===== src/rtl/fetch_stage.sv =====
// -----------------------------------------------------------------------------
// fetch_stage
// Instruction-fetch stage. Owns the PC, drives the instruction-memory read
// address combinationally from the PC, and captures the returned word into the
// IF/ID pipeline register. Decode consumes that register over a valid/ready
// handshake. Taken branches/jumps from execute redirect the PC and flush the
// wrong-path instruction. A misaligned redirect target parks the stage in a
// fault state until reset.
//
// Ports
//   clk_i          in   clock, rising edge
//   rst_ni         in   asynchronous reset, active low
//   imem_addr_o    out  [31:0] instruction-memory byte address (= PC)
//   imem_instr_i   in   [31:0] instruction word for imem_addr_o
//   redirect_i     in   execute requests a PC change
//   redirect_pc_i  in   [31:0] redirect target byte address
//   id_valid_o     out  IF/ID register holds a valid instruction
//   id_ready_i     in   decode accepts IF/ID contents this cycle
//   id_instr_o     out  [31:0] fetched instruction (NOP_INSTR when not valid)
//   id_pc_o        out  [31:0] PC of id_instr_o
//   id_pc4_o       out  [31:0] id_pc_o + 4, modulo 2^32
//   misaligned_o   out  sticky flag: a redirect target was not word aligned
//   fetch_count_o  out  [31:0] completed IF->ID transfers, wrapping
// -----------------------------------------------------------------------------
module fetch_stage #(
  parameter logic [31:0] RESET_PC  = 32'h0000_0000,
  parameter logic [31:0] NOP_INSTR = 32'h0000_0013
) (
  input  logic        clk_i,
  input  logic        rst_ni,
  output logic [31:0] imem_addr_o,
  input  logic [31:0] imem_instr_i,
  input  logic        redirect_i,
  input  logic [31:0] redirect_pc_i,
  output logic        id_valid_o,
  input  logic        id_ready_i,
  output logic [31:0] id_instr_o,
  output logic [31:0] id_pc_o,
  output logic [31:0] id_pc4_o,
  output logic        misaligned_o,
  output logic [31:0] fetch_count_o
);

  // BOOT gives memory one cycle to settle before the first fetch.
  typedef enum logic [1:0] {
    ST_BOOT  = 2'b00,
    ST_RUN   = 2'b01,
    ST_FAULT = 2'b10
  } state_t;

  state_t      state_r;
  logic [31:0] pc_r;
  logic        id_valid_r;
  logic [31:0] id_instr_r;
  logic [31:0] id_pc_r;
  logic        misaligned_r;
  logic [31:0] fetch_count_r;

  logic        xfer_s;
  logic        redir_s;
  logic        redir_misaligned_s;
  logic        fetch_en_s;

  // Handshake, redirect and fetch-enable decode.
  always_comb begin
    xfer_s             = 1'b0;
    redir_s            = 1'b0;
    redir_misaligned_s = 1'b0;
    fetch_en_s         = 1'b0;
    xfer_s  = id_valid_r & id_ready_i;
    if (state_r == ST_RUN) begin
      redir_s            = redirect_i;
      redir_misaligned_s = redirect_i & (redirect_pc_i[1:0] != 2'b00);
      // Fetch only into an empty slot or one being drained this cycle;
      // a redirect suppresses the fetch so the wrong-path word is never captured.
      fetch_en_s         = ~redirect_i & (~id_valid_r | id_ready_i);
    end else begin
      redir_s            = 1'b0;
      redir_misaligned_s = 1'b0;
      fetch_en_s         = 1'b0;
    end
  end

  // PC, FSM, IF/ID register, sticky fault flag and transfer counter.
  always_ff @(posedge clk_i or negedge rst_ni) begin
    if (!rst_ni) begin
      state_r       <= ST_BOOT;
      pc_r          <= RESET_PC;
      id_valid_r    <= 1'b0;
      id_instr_r    <= NOP_INSTR;
      id_pc_r       <= 32'h0000_0000;
      misaligned_r  <= 1'b0;
      fetch_count_r <= 32'h0000_0000;
    end else begin
      // A transfer completing alongside a redirect still counts: decode took it.
      if (xfer_s) begin
        fetch_count_r <= fetch_count_r + 32'd1;
      end

      if (redir_s) begin
        id_valid_r <= 1'b0;
        id_instr_r <= NOP_INSTR;
        pc_r       <= redirect_pc_i;
        if (redir_misaligned_s) begin
          misaligned_r <= 1'b1;
          state_r      <= ST_FAULT;
        end
      end else if (fetch_en_s) begin
        id_valid_r <= 1'b1;
        id_instr_r <= imem_instr_i;
        id_pc_r    <= pc_r;
        pc_r       <= pc_r + 32'd4;
      end else if (xfer_s) begin
        // Drained with nothing to refill (BOOT/FAULT): slot goes empty.
        id_valid_r <= 1'b0;
        id_instr_r <= NOP_INSTR;
      end

      case (state_r)
        ST_BOOT:  state_r <= ST_RUN;
        ST_RUN:   ; // RUN -> FAULT handled with the redirect above
        ST_FAULT: state_r <= ST_FAULT;
        default:  state_r <= ST_FAULT;
      endcase
    end
  end

  assign imem_addr_o   = pc_r;
  assign id_valid_o    = id_valid_r;
  assign id_instr_o    = id_instr_r;
  assign id_pc_o       = id_pc_r;
  assign id_pc4_o      = id_pc_r + 32'd4;
  assign misaligned_o  = misaligned_r;
  assign fetch_count_o = fetch_count_r;

endmodule


===== config.mk =====
export PLATFORM = sky130hd
export DESIGN_NAME = fetch_stage
export DESIGN_NICKNAME = d
export VERILOG_FILES = /design/src/rtl/fetch_stage.sv
export SDC_FILE = /design/constraint.sdc
export NUM_CORES = 1
export LEC_CHECK = 0
export BUFFER_PORTS_ARGS = -buffer_cell sky130_fd_sc_hd__buf_2
export CORE_MARGIN = 4
export CORE_UTILIZATION = 34
export DETAILED_ROUTE_END_ITERATION = 7
export MAX_ROUTING_LAYER = met4
export SETUP_SLACK_MARGIN = 0.4
export SLEW_MARGIN = 20
export SYNTH_ARGS = -nofsm -noshare
export SYNTH_HDL_FRONTEND = slang
export SYNTH_SLANG_ARGS = --single-unit

===== constraint.sdc =====
create_clock -name clk_i -period 2.2 [get_ports clk_i]
set_input_delay 0.11 -clock clk_i [delete_from_list [all_inputs] [get_ports clk_i]]
set_output_delay 0.11 -clock clk_i [all_outputs]
set_load 0.02 [all_outputs]

**Yosys cells after proc, flatten, opt, wreduce, memory -nomap -nowiden**

Cells that the tools add are included.

- Bits in registers: 132
- Bits of input ports: 68
- Output and inout bits: 162
- Logic and storage cells: 41

- Add/sub/neg operators: 3
- Equality and inequality tests: 3
- Muxes and demuxes: 14
- Bitwise gates (word level): 7
- Reduce and logical (&&, ||, !) cells: 7

Operators by type and width:

| cell | number |
|---|---|
| $mux W32 | 5 |
| $add A32 B3 Y32 const B | 2 |
| $add A32 B1 Y32 const B | 1 |
| $mux W1 | 6 |
| $reduce_and A2 Y1 | 3 |
| $mux W2 | 2 |
| $ne A2 B2 Y1 const B | 2 |
| $pmux W2 S2 | 1 |
| $reduce_bool A2 Y1 | 2 |
| $and A1 B1 Y1 | 3 |
| $not A1 Y1 | 3 |
| $reduce_bool A3 Y1 | 1 |
| $eq A2 B1 Y1 const B | 1 |
| $logic_not A2 Y1 | 1 |
| $or A1 B1 Y1 | 1 |

**Longest topological paths before layout**

Gate-level depths: netlist of the first run.

- Depth in word-level cells: 6
- Mapped depth: 7
- Mapped depth without buffers: 6

**Worst setup path after synthesis of the first run**

No wires, ideal clock.

- Path kind: register to output
- Start point: reg id_pc_r[4] (netlist: id_pc_o[4])
- End point: out id_pc4_o[27]
- Data arrival time: 1969 ps
- Data required time: 2090 ps
- Path slack: 121 ps
- Stages on the path, launching flop included: 6
- Buffers on the path: 0
- Cells stage by stage: dfrtp_1 -> and4_1 -> and4_1 -> nor3b_4 -> nand4_1 -> xnor2_1

- Word-level cells in the longest chain between the ends: 1

Ends and longest elaborated chain:

| item | line | RTL |
|---|---|---|
| start: declaration | 55 | `logic [31:0] id_pc_r;` |
| start signal: assignment | 111 | `id_pc_r <= pc_r;` |
| $add A32 B3 Y32 | 132 | `assign id_pc4_o = id_pc_r + 32'd4;` |
| end: declaration | 39 | `output logic [31:0] id_pc4_o,` |

No other way between the ends.

**Worst setup path in the final report of the first run**

- Start point: reg id_pc_r[4] (netlist: id_pc_o[4])
- End point: out id_pc4_o[24]

Same word-level chain as after synthesis.

==> results.cfg, run 1 <==
[synthesis]
synthCells = 642
synthArstFlopShare_pct = 100
ys_warn_count = 0
synth_edf_count = 0
syn_area_um2 = 6300
ys.flop_type = dfrtp_1
ys_ff_latch = 132
syn-num-nets = 713
syn_area_per_cell_um2 = 9.81
ys_types = 50
ys_seq_area_share_pct = 52.5

[floorplan]
rows = 49
die_y_um = 144
dieArea_um2 = 20800
io_pins = 230
start_util_pct = 34.8
coreArea_um2 = 18100
fp.dieW_um = 144

[clocking]
tritoncts = built
clk_latency_ps = 420
numCtsBuffers = 17
path_clk_slew_ps = 60
cts.sinks = 132
clockBufferDepth = 2
htreeDepth = 4
cts-root-buf = clkbuf_16

[pwr]
p_seq_share_pct = 35.9
power_density_nw_per_um2 = 1130
power_frac_comb_pct = 37.5
p_leak_nw = 5.03
fin_total_pwr_mw = 11.3
peakVddDrop_mv = 0.599
power.switching_mw = 4.34
cell_internal_pwr_mw = 6.96
power_switching_share_pct = 38.4
p_clk_share_pct = 26.6

[global_routing]
grt_first_pass_wirelength_mm = 31.6
grt_usage_pct = 19.9
grt_max_degree = 49
grt_pass1_vias = 6186
overflow = 0
antenna_found_initial = 2

[outcome]
status = finished clean

[final_layout]
drive_above_1_share_pct = 43.3
syn_to_final_growth_pct = 58.2
nNetsFinal = 1072
layout_commonest_cell = buf_2
final_area_um2 = 9970
mostFrequentLayoutCells = buf_2, nand2_1, dfrtp_1

[placement]
dp_hpwl_mm = 13.9
gp_congestion = 0.890
dp_slack_ps = 212
numPortBuffers = 229
placed_cell_area_um2 = 7960

[sta]
clock.fmax_mhz = 461
drv_slew = 0
setup_tns_ps = 0
min_period_ps = 2170
skew_ps = 15.1
post-route-period-util_pct = 98.7
setup_slack_ps = 29.4
grt_setup_unrepaired = true
setup_viol = 0
hold_violations = 0
maxSlewHeadroom_pct = 68.4
worst-slew-pin-transition_ps = 473

[drt]
avgViaCountPerCell = 4.97
drt-initial-drc-count = 251
vias = 6184
dr.pass1.iters = 4
post-route-drc-count = 0
drt_wl_total_mm = 20.2
avgRoutedWirePerCell_um = 16.2
drtAntennaViolNets = 0

[worst_setup_path]
required_ps = 2090
critPathMaxFanout = 7
path_class = register to output port
cp-start-kind = register
crit_arrival_ps = 2060
end_kind = output port

[flow_run]
cap_violations = 0

[min_path]
worstHoldPathType = input port to register
## what timing repair did
action | 4_1_cts | 5_1_grt
hold endpoints to repair | 106 | 0
pin swaps | 12 | 15
gates resized for setup | 53 | 48
endpoints found under the setup margin | 67 | 82
hold buffers | 62 | 0
buffers inserted | 27 | 26
## logic make-up (layout without fill, tap and decap cells)
logic type                 after synthesis  in the layout  share of synthesized area, %
AOI/OAI and AO/OA                       79             79                          9.38
muxes                                    2              2                         0.338
adders and majority gates                3              3                         0.596
buffers and inverters                   36            408                          2.40
DFF                                    132            132                          52.5
and+or+nand+nor                        318            318                          24.8
xor gates and xnor gates                72             72                          10.0
other                                    0              2                             0
## power groups by stage
stage	clock network, mW	registers, mW	logic (mW)
2_1_floorplan	0	4.85	1.36
3_3_place_gp	0	4.15	3.54
3_5_place_dp	0	4.13	3.57
4_1_cts	3.07	4.03	4.04
5_1_grt	3.20	4.17	4.57
6_report	3.01	4.05	4.24
## through the flow
step	cells	hold WS, ps	util (%)
3_5_place_dp	1096	77.7	44.0
2_1_floorplan	642	-186	-
4_1_cts	1217	19.0	53.1
6_report	1245	45.1	55.1
3_3_place_gp	1096	76.1	44.0
5_1_grt	1245	55.9	55.1
## metal layers
metal | vias to the layer above | part of all wire (%) | wire (um) | track usage (%)
met5 | - | 0 | 0 | -
met3 | 40 | 4.9 | 989 | 3.24
met4 | 0 | 2.9 | 592 | 9.51
li1 | 2988 | - | - | -
met2 | 202 | 49 | 9880 | 31.2
met1 | 2954 | 43 | 8770 | 25.2
## state kept, by name, summed over array words and instances (netlist names)
register       count
fetch_count_o     32
id_instr_o        32
id_pc_o           32
imem_addr_o       32
state_r            2
id_valid_o         1
misaligned_o       1
## path summary, 6_finish.rpt
kind	startpoint	end	slack, ps	cells past startpoint
max	id_pc_o[4]	id_pc4_o[24]	30	9
min	redirect_pc_i[24]	imem_addr_o[24]	50	3
max reg2reg	id_valid_o	fetch_count_o[15]	500	5
min reg2reg	fetch_count_o[31]	fetch_count_o[31]	460	1
max in group asynchronous	rst_ni	id_instr_o[1]	1260	3
min in group asynchronous	rst_ni	fetch_count_o[10]	190	2
## layout make-up
class	count	area, um2
inverters	10	37.5
clock inverters	10	153
flip-flops and latches	132	3350
multi-input cells	474	3210
repair buffers	366	2450
diodes	2	5.00
clock buffers	22	474
well taps	229	287
fillers	1594	8120
## synth_stat cells (2+ instances only)
cell type / n / area (um2)
nor2_1: 30 / 113
a22o_1: 30 / 263
nand2_1: 150 / 563
buf_1: 2 / 7.51
nor2b_1: 2 / 12.5
or4_1: 2 / 15.0
o311ai_0: 2 / 17.5
a21o_1: 2 / 15.0
a311oi_1: 2 / 17.5
ha_1: 3 / 37.5
inv_1: 10 / 37.5
xnor2_1: 47 / 412
nand3_1: 46 / 230
o221a_2: 2 / 22.5
a21oi_1: 4 / 20.0
nand4_1: 29 / 181
o22a_1: 4 / 35.0
or3_1: 7 / 43.8
buf_4: 2 / 15.0
o22ai_1: 3 / 18.8
clkbuf_1: 15 / 56.3
o211ai_1: 3 / 22.5
dfstp_2: 3 / 78.8
and4_1: 9 / 78.8
o21ai_0: 19 / 95.1
a22oi_1: 2 / 15.0
nand4_4: 2 / 42.5
nor4_1: 4 / 25.0
xor2_1: 25 / 219
and3_1: 9 / 56.3
nor3_1: 15 / 75.1
buf_2: 7 / 35.0
dfrtp_1: 129 / 3230
and2_1: 5 / 31.3
## worst max-delay path, stage by stage (launching register included)
cell,delay (ps)
dfrtp_2,350
and4_4,240
buf_6,110
nand3_4,90
nor3_4,210
buf_6,170
buf_4,130
nand3_4,70
xnor2_2,130
buf_4,150
Note: power is estimated with default switching activity, not from simulation.
==> run 2, diff against run 1 <==
--- a/config.mk
+++ b/config.mk
@@ -5,7 +5,7 @@
 export SDC_FILE = /design/constraint.sdc
 export NUM_CORES = 1
 export LEC_CHECK = 0
-export BUFFER_PORTS_ARGS = -buffer_cell sky130_fd_sc_hd__buf_2
+export BUFFER_PORTS_ARGS = -buffer_cell sky130_fd_sc_hd__buf_4
 export CORE_MARGIN = 4
 export CORE_UTILIZATION = 34
 export DETAILED_ROUTE_END_ITERATION = 7
==> results.cfg, run 2 (same netlist as run 1, synthesis figures left out) <==
[drt]
avgRoutedWirePerCell_um = 16.4
post-route-drc-count = 0
drtAntennaViolNets = 0
drt-initial-drc-count = 307
vias = 6210
dr.pass1.iters = 4
avgViaCountPerCell = 4.98
drt_wl_total_mm = 20.5

[floorplan]
io_pins = 230
fp.dieW_um = 144
rows = 49
start_util_pct = 34.8
dieArea_um2 = 20800
die_y_um = 144
coreArea_um2 = 18100

[final_layout]
syn_to_final_growth_pct = 65.5
nNetsFinal = 1075
multi_input_area_um2 = 3210
drive_above_1_share_pct = 43.3
fin_cells = 1246
diodes = 0
layout_commonest_cell = buf_4
fin_util_pct = 57.6
fillers = 1582
seqCellArea_um2 = 3350
mostFrequentLayoutCells = buf_4, nand2_1, dfrtp_1

[pwr]
power_density_nw_per_um2 = 1120
p_leak_nw = 5.10
fin_total_pwr_mw = 11.7
peakVddDrop_mv = 0.585

[global_routing]
antenna_found_initial = 0
grt_usage_pct = 20.1
grt_first_pass_wirelength_mm = 32.2
grt_max_degree = 57
grt_pass1_vias = 6165
overflow = 0

[sta]
post-route-period-util_pct = 97.9
min_period_ps = 2150
clock.fmax_mhz = 464
drv_slew = 0
setup_tns_ps = 0
setup_viol = 0
worst-slew-pin-transition_ps = 542
maxSlewHeadroom_pct = 63.9
hold_violations = 0
grt_setup_unrepaired = true
skew_ps = 9.76

[placement]
numPortBuffers = 229
dp_hpwl_mm = 14.3
gp_congestion = 0.923
dp_cells = 1098

[worst_setup_path]
crit_arrival_ps = 2040
critPathMaxFanout = 8
required_ps = 2090
end_kind = output port
cp-start-kind = register
path_class = register to output port

[clocking]
cts-root-buf = clkbuf_16
tritoncts = built
clockBufferDepth = 2
htreeDepth = 4
numCtsBuffers = 17
path_clk_slew_ps = 60
clk_latency_ps = 410
cts.sinks = 132

[flow_run]
cap_violations = 0

[outcome]
status = finished clean

[min_path]
worstHoldPathType = input port to register
[run 2: critical path: stages, from the launching register on]
cell,delay [ps]
dfrtp_2,350
and4_4,220
and4_4,230
nor3b_4,190
buf_6,160
nand4_1,150
xnor2_2,170
buf_4,160
[run 2: cell type report]
type / instances / share of cell area (%)
clock buffer: 24 / 4.62
clock inverter: 8 / 0.960
inverter: 10 / 0.360
multi-input combinational: 474 / 30.8
sequential: 132 / 32.1
tap: 229 / 2.75
timing repair buffer: 369 / 28.4
[run 2: power by group]
group	internal, mW	leakage (nW)	total [mW]	switching [mW]
Clock	1.76	0.284	2.79	1.03
Sequential	3.21	1.67	4.10	0.895
Combinational	2.29	3.15	4.78	2.49
Total	7.25	5.10	11.7	4.42
[run 2: routing by layer]
metal / global-route usage (%) / vias up / routed length, um
li1: - / 2983 / -
met4: 6.64 / 0 / 411
met3: 4.03 / 26 / 1070
met2: 31.6 / 202 / 9900
met1: 26.2 / 2999 / 9070
met5: - / - / 0
[run 2: per-stage QoR]
step / worst slack, ps / cell area (um2) / hold slack (ps)
2_1_floorplan: 326 / 6440 / -186
5_1_grt: -56.7 / 10400 / 46.2
3_3_place_gp: 240 / 8540 / 117
3_5_place_dp: 244 / 8540 / 112
4_1_cts: 6.26 / 10100 / 0.810
6_report: 46.0 / 10400 / 14.0
[run 2: timing repair]
item / CTS / global route
setup buffers: 30 / 26
hold buffers: 60 / 0
pin swaps: 6 / 19
endpoints found under the setup margin: 68 / 49
gates cloned: 0 / 0
hold endpoints to repair: 109 / 0
resized for setup: 38 / 35
[run 2: final timing paths]
| path | end | from | depth (start not counted) | slack [ps] |
|---|---|---|---|---|
| setup / recovery | id_pc4_o[27] | id_pc_o[7] | 7 | 50 |
| hold / removal | imem_addr_o[14] | redirect_pc_i[14] | 3 | 10 |
| setup reg to reg | imem_addr_o[25] | imem_addr_o[8] | 6 | 430 |
| hold reg to reg | misaligned_o | misaligned_o | 1 | 480 |
| max in group asynchronous | id_pc_o[23] | rst_ni | 3 | 1280 |
| min in group asynchronous | id_instr_o[12] | rst_ni | 2 | 220 |
==> run 3, diff against run 2 <==
--- a/config.mk
+++ b/config.mk
@@ -6,6 +6,7 @@
 export NUM_CORES = 1
 export LEC_CHECK = 0
 export BUFFER_PORTS_ARGS = -buffer_cell sky130_fd_sc_hd__buf_4
+export CAP_MARGIN = 0
 export CORE_MARGIN = 4
 export CORE_UTILIZATION = 34
 export DETAILED_ROUTE_END_ITERATION = 7
==> constraint.sdc (replaced) <==
create_clock -name clk_i -period 2.58 [get_ports clk_i]
set_input_delay 0.129 -clock clk_i [delete_from_list [all_inputs] [get_ports clk_i]]
set_output_delay 0.129 -clock clk_i [all_outputs]
set_load 0.02 [all_outputs]
==> results.cfg, run 3 (same netlist as run 1, synthesis figures left out) <==
[outcome]
status = finished clean

[worst_setup_path]
critPathMaxStageDelay_ps = 360
required_ps = 2450
worstPathCellList = and4_4, and4_4, nor3b_4, buf_12, nand4_1, xnor2_1, buf_4
cp_slowest_cell = dfrtp_2
r2r_slack_ps = 540
end_kind = output port
path_class = register to output port
cp_common_cell = and4_4
cp-start-kind = register
critPathMaxFanout = 8
r2r_start = imem_addr_o[12]
cp_top_family = simple AND/OR/NAND/NOR gates
crit_arrival_ps = 2050
crit_buf_inv = 2
crit_start = id_pc_o[4]

[final_layout]
layout_commonest_cell = buf_4
diodes = 0
mostFrequentLayoutCells = buf_4, nand2_1, dfrtp_1
fin_util_pct = 53.3
nNetsFinal = 1024
fin_cells = 1195
drive_above_1_share_pct = 32.8
fillers = 1659
final_area_um2 = 9640
syn_to_final_growth_pct = 53.1

[min_path]
holdCritStartpoint = redirect_pc_i[27]
worstHoldPathType = input port to register

[floorplan]
fp.dieW_um = 144
die_y_um = 144
io_pins = 230
rows = 49
coreArea_um2 = 18100
start_util_pct = 34.8
dieArea_um2 = 20800

[clocking]
tritoncts = built
cts-root-buf = clkbuf_16
htreeDepth = 4
path_clk_slew_ps = 50
numCtsBuffers = 17
clockBufferDepth = 2
cts.sinks = 132
clk_latency_ps = 410

[sta]
worst-slew-pin-transition_ps = 780
drv_slew = 0
setup_viol = 0
grt_setup_unrepaired = true
skew_ps = 10.4
post-route-period-util_pct = 84.6
maxSlewHeadroom_pct = 48.0
hold_slack_ps = 28.0
min_period_ps = 2180
setup_tns_ps = 0
clock.fmax_mhz = 458
hold_violations = 0

[global_routing]
grt_pass1_vias = 5752
antenna_found_initial = 0
grt_max_degree = 84
grt_first_pass_wirelength_mm = 30.8
overflow = 0
grt_usage_pct = 19.2

[pwr]
power_density_nw_per_um2 = 978
peakVddDrop_mv = 0.525
p_leak_nw = 4.70
power.switching_mw = 3.62
power_frac_comb_pct = 39.0
cell_internal_pwr_mw = 5.81
p_seq_share_pct = 37.2
power_switching_share_pct = 38.4
p_clk_share_pct = 23.9

[drt]
drt_wl_total_mm = 19.7
vias = 5953
post-route-drc-count = 0
avgViaCountPerCell = 4.98
drtAntennaViolNets = 0
drt-initial-drc-count = 344
dr.pass1.iters = 5
avgRoutedWirePerCell_um = 16.5

[placement]
dp_hpwl_mm = 14.0
numPortBuffers = 229
gp_congestion = 0.859
placed_cell_area_um2 = 8340
dp_cells = 1091

[flow_run]
cap_violations = 0
## run 3: cell count changes in the layout (fill, tap and decap cells not counted), sizes merged
cell         change
clkinv           -1
buf             -50
clkbuf           +2
dlygate4sd3      -1
bufinv           -1
## run 3: path summary, 6_finish.rpt
kind,endpoint,cells after the start
setup / recovery,id_pc4_o[27],7
hold / removal,imem_addr_o[27],3
setup reg to reg,imem_addr_o[27],5
hold reg to reg,fetch_count_o[31],1
max in group asynchronous,fetch_count_o[10],3
min in group asynchronous,id_pc_o[30],2
## run 3: cell type report
type	count	area [um2]	area share [%]
sequential	132	3310	34.4
multi-input combinational	474	2900	30.1
timing repair buffer	318	2550	26.5
clock buffer	26	489	5.07
tap	229	287	2.97
clock inverter	6	57.6	0.597
inverter	10	37.5	0.389
## run 3: what timing repair did
action | CTS | global route
endpoints found under the setup margin | 15 | 19
hold buffers | 59 | 0
resized for setup | 13 | 5
setup buffers | 7 | 6
endpoints found under the hold margin | 135 | 0
cloned | 0 | 0
pin swaps | 3 | 4
## run 3: power groups by stage
stage | Clock (mW) | Combinational [mW] | Sequential [mW]
final | 2.25 | 3.67 | 3.50
after global routing | 2.42 | 3.92 | 3.61
after CTS | 2.31 | 3.64 | 3.49
after detailed placement | 0 | 3.49 | 3.51
after global placement | 0 | 3.45 | 3.51
after floorplan | 0 | 1.11 | 4.09
## run 3: worst reg2reg max path: stages, from the launching register on
cell and delay [ps]:
dfrtp_1 540, nand4_4 220, nor4_4 440, nand4_1 170
and3_1 210, or3_1 360
## run 3: routing by layer
| layer | track usage, % | share of wire (%) | vias up |
|---|---|---|---|
| met5 | - | 0 | - |
| met4 | 6.49 | 1.6 | 0 |
| met3 | 3.24 | 5.3 | 26 |
| met2 | 29.7 | 48 | 206 |
| met1 | 25.7 | 45 | 2842 |
| li1 | - | - | 2879 |
## run 3: per-stage QoR
stage	power [mW]	setup slack (ps)
final	9.43	397
after global routing	9.95	268
after CTS	9.44	354
after detailed placement	6.99	463
after global placement	6.97	475
after floorplan	5.20	482
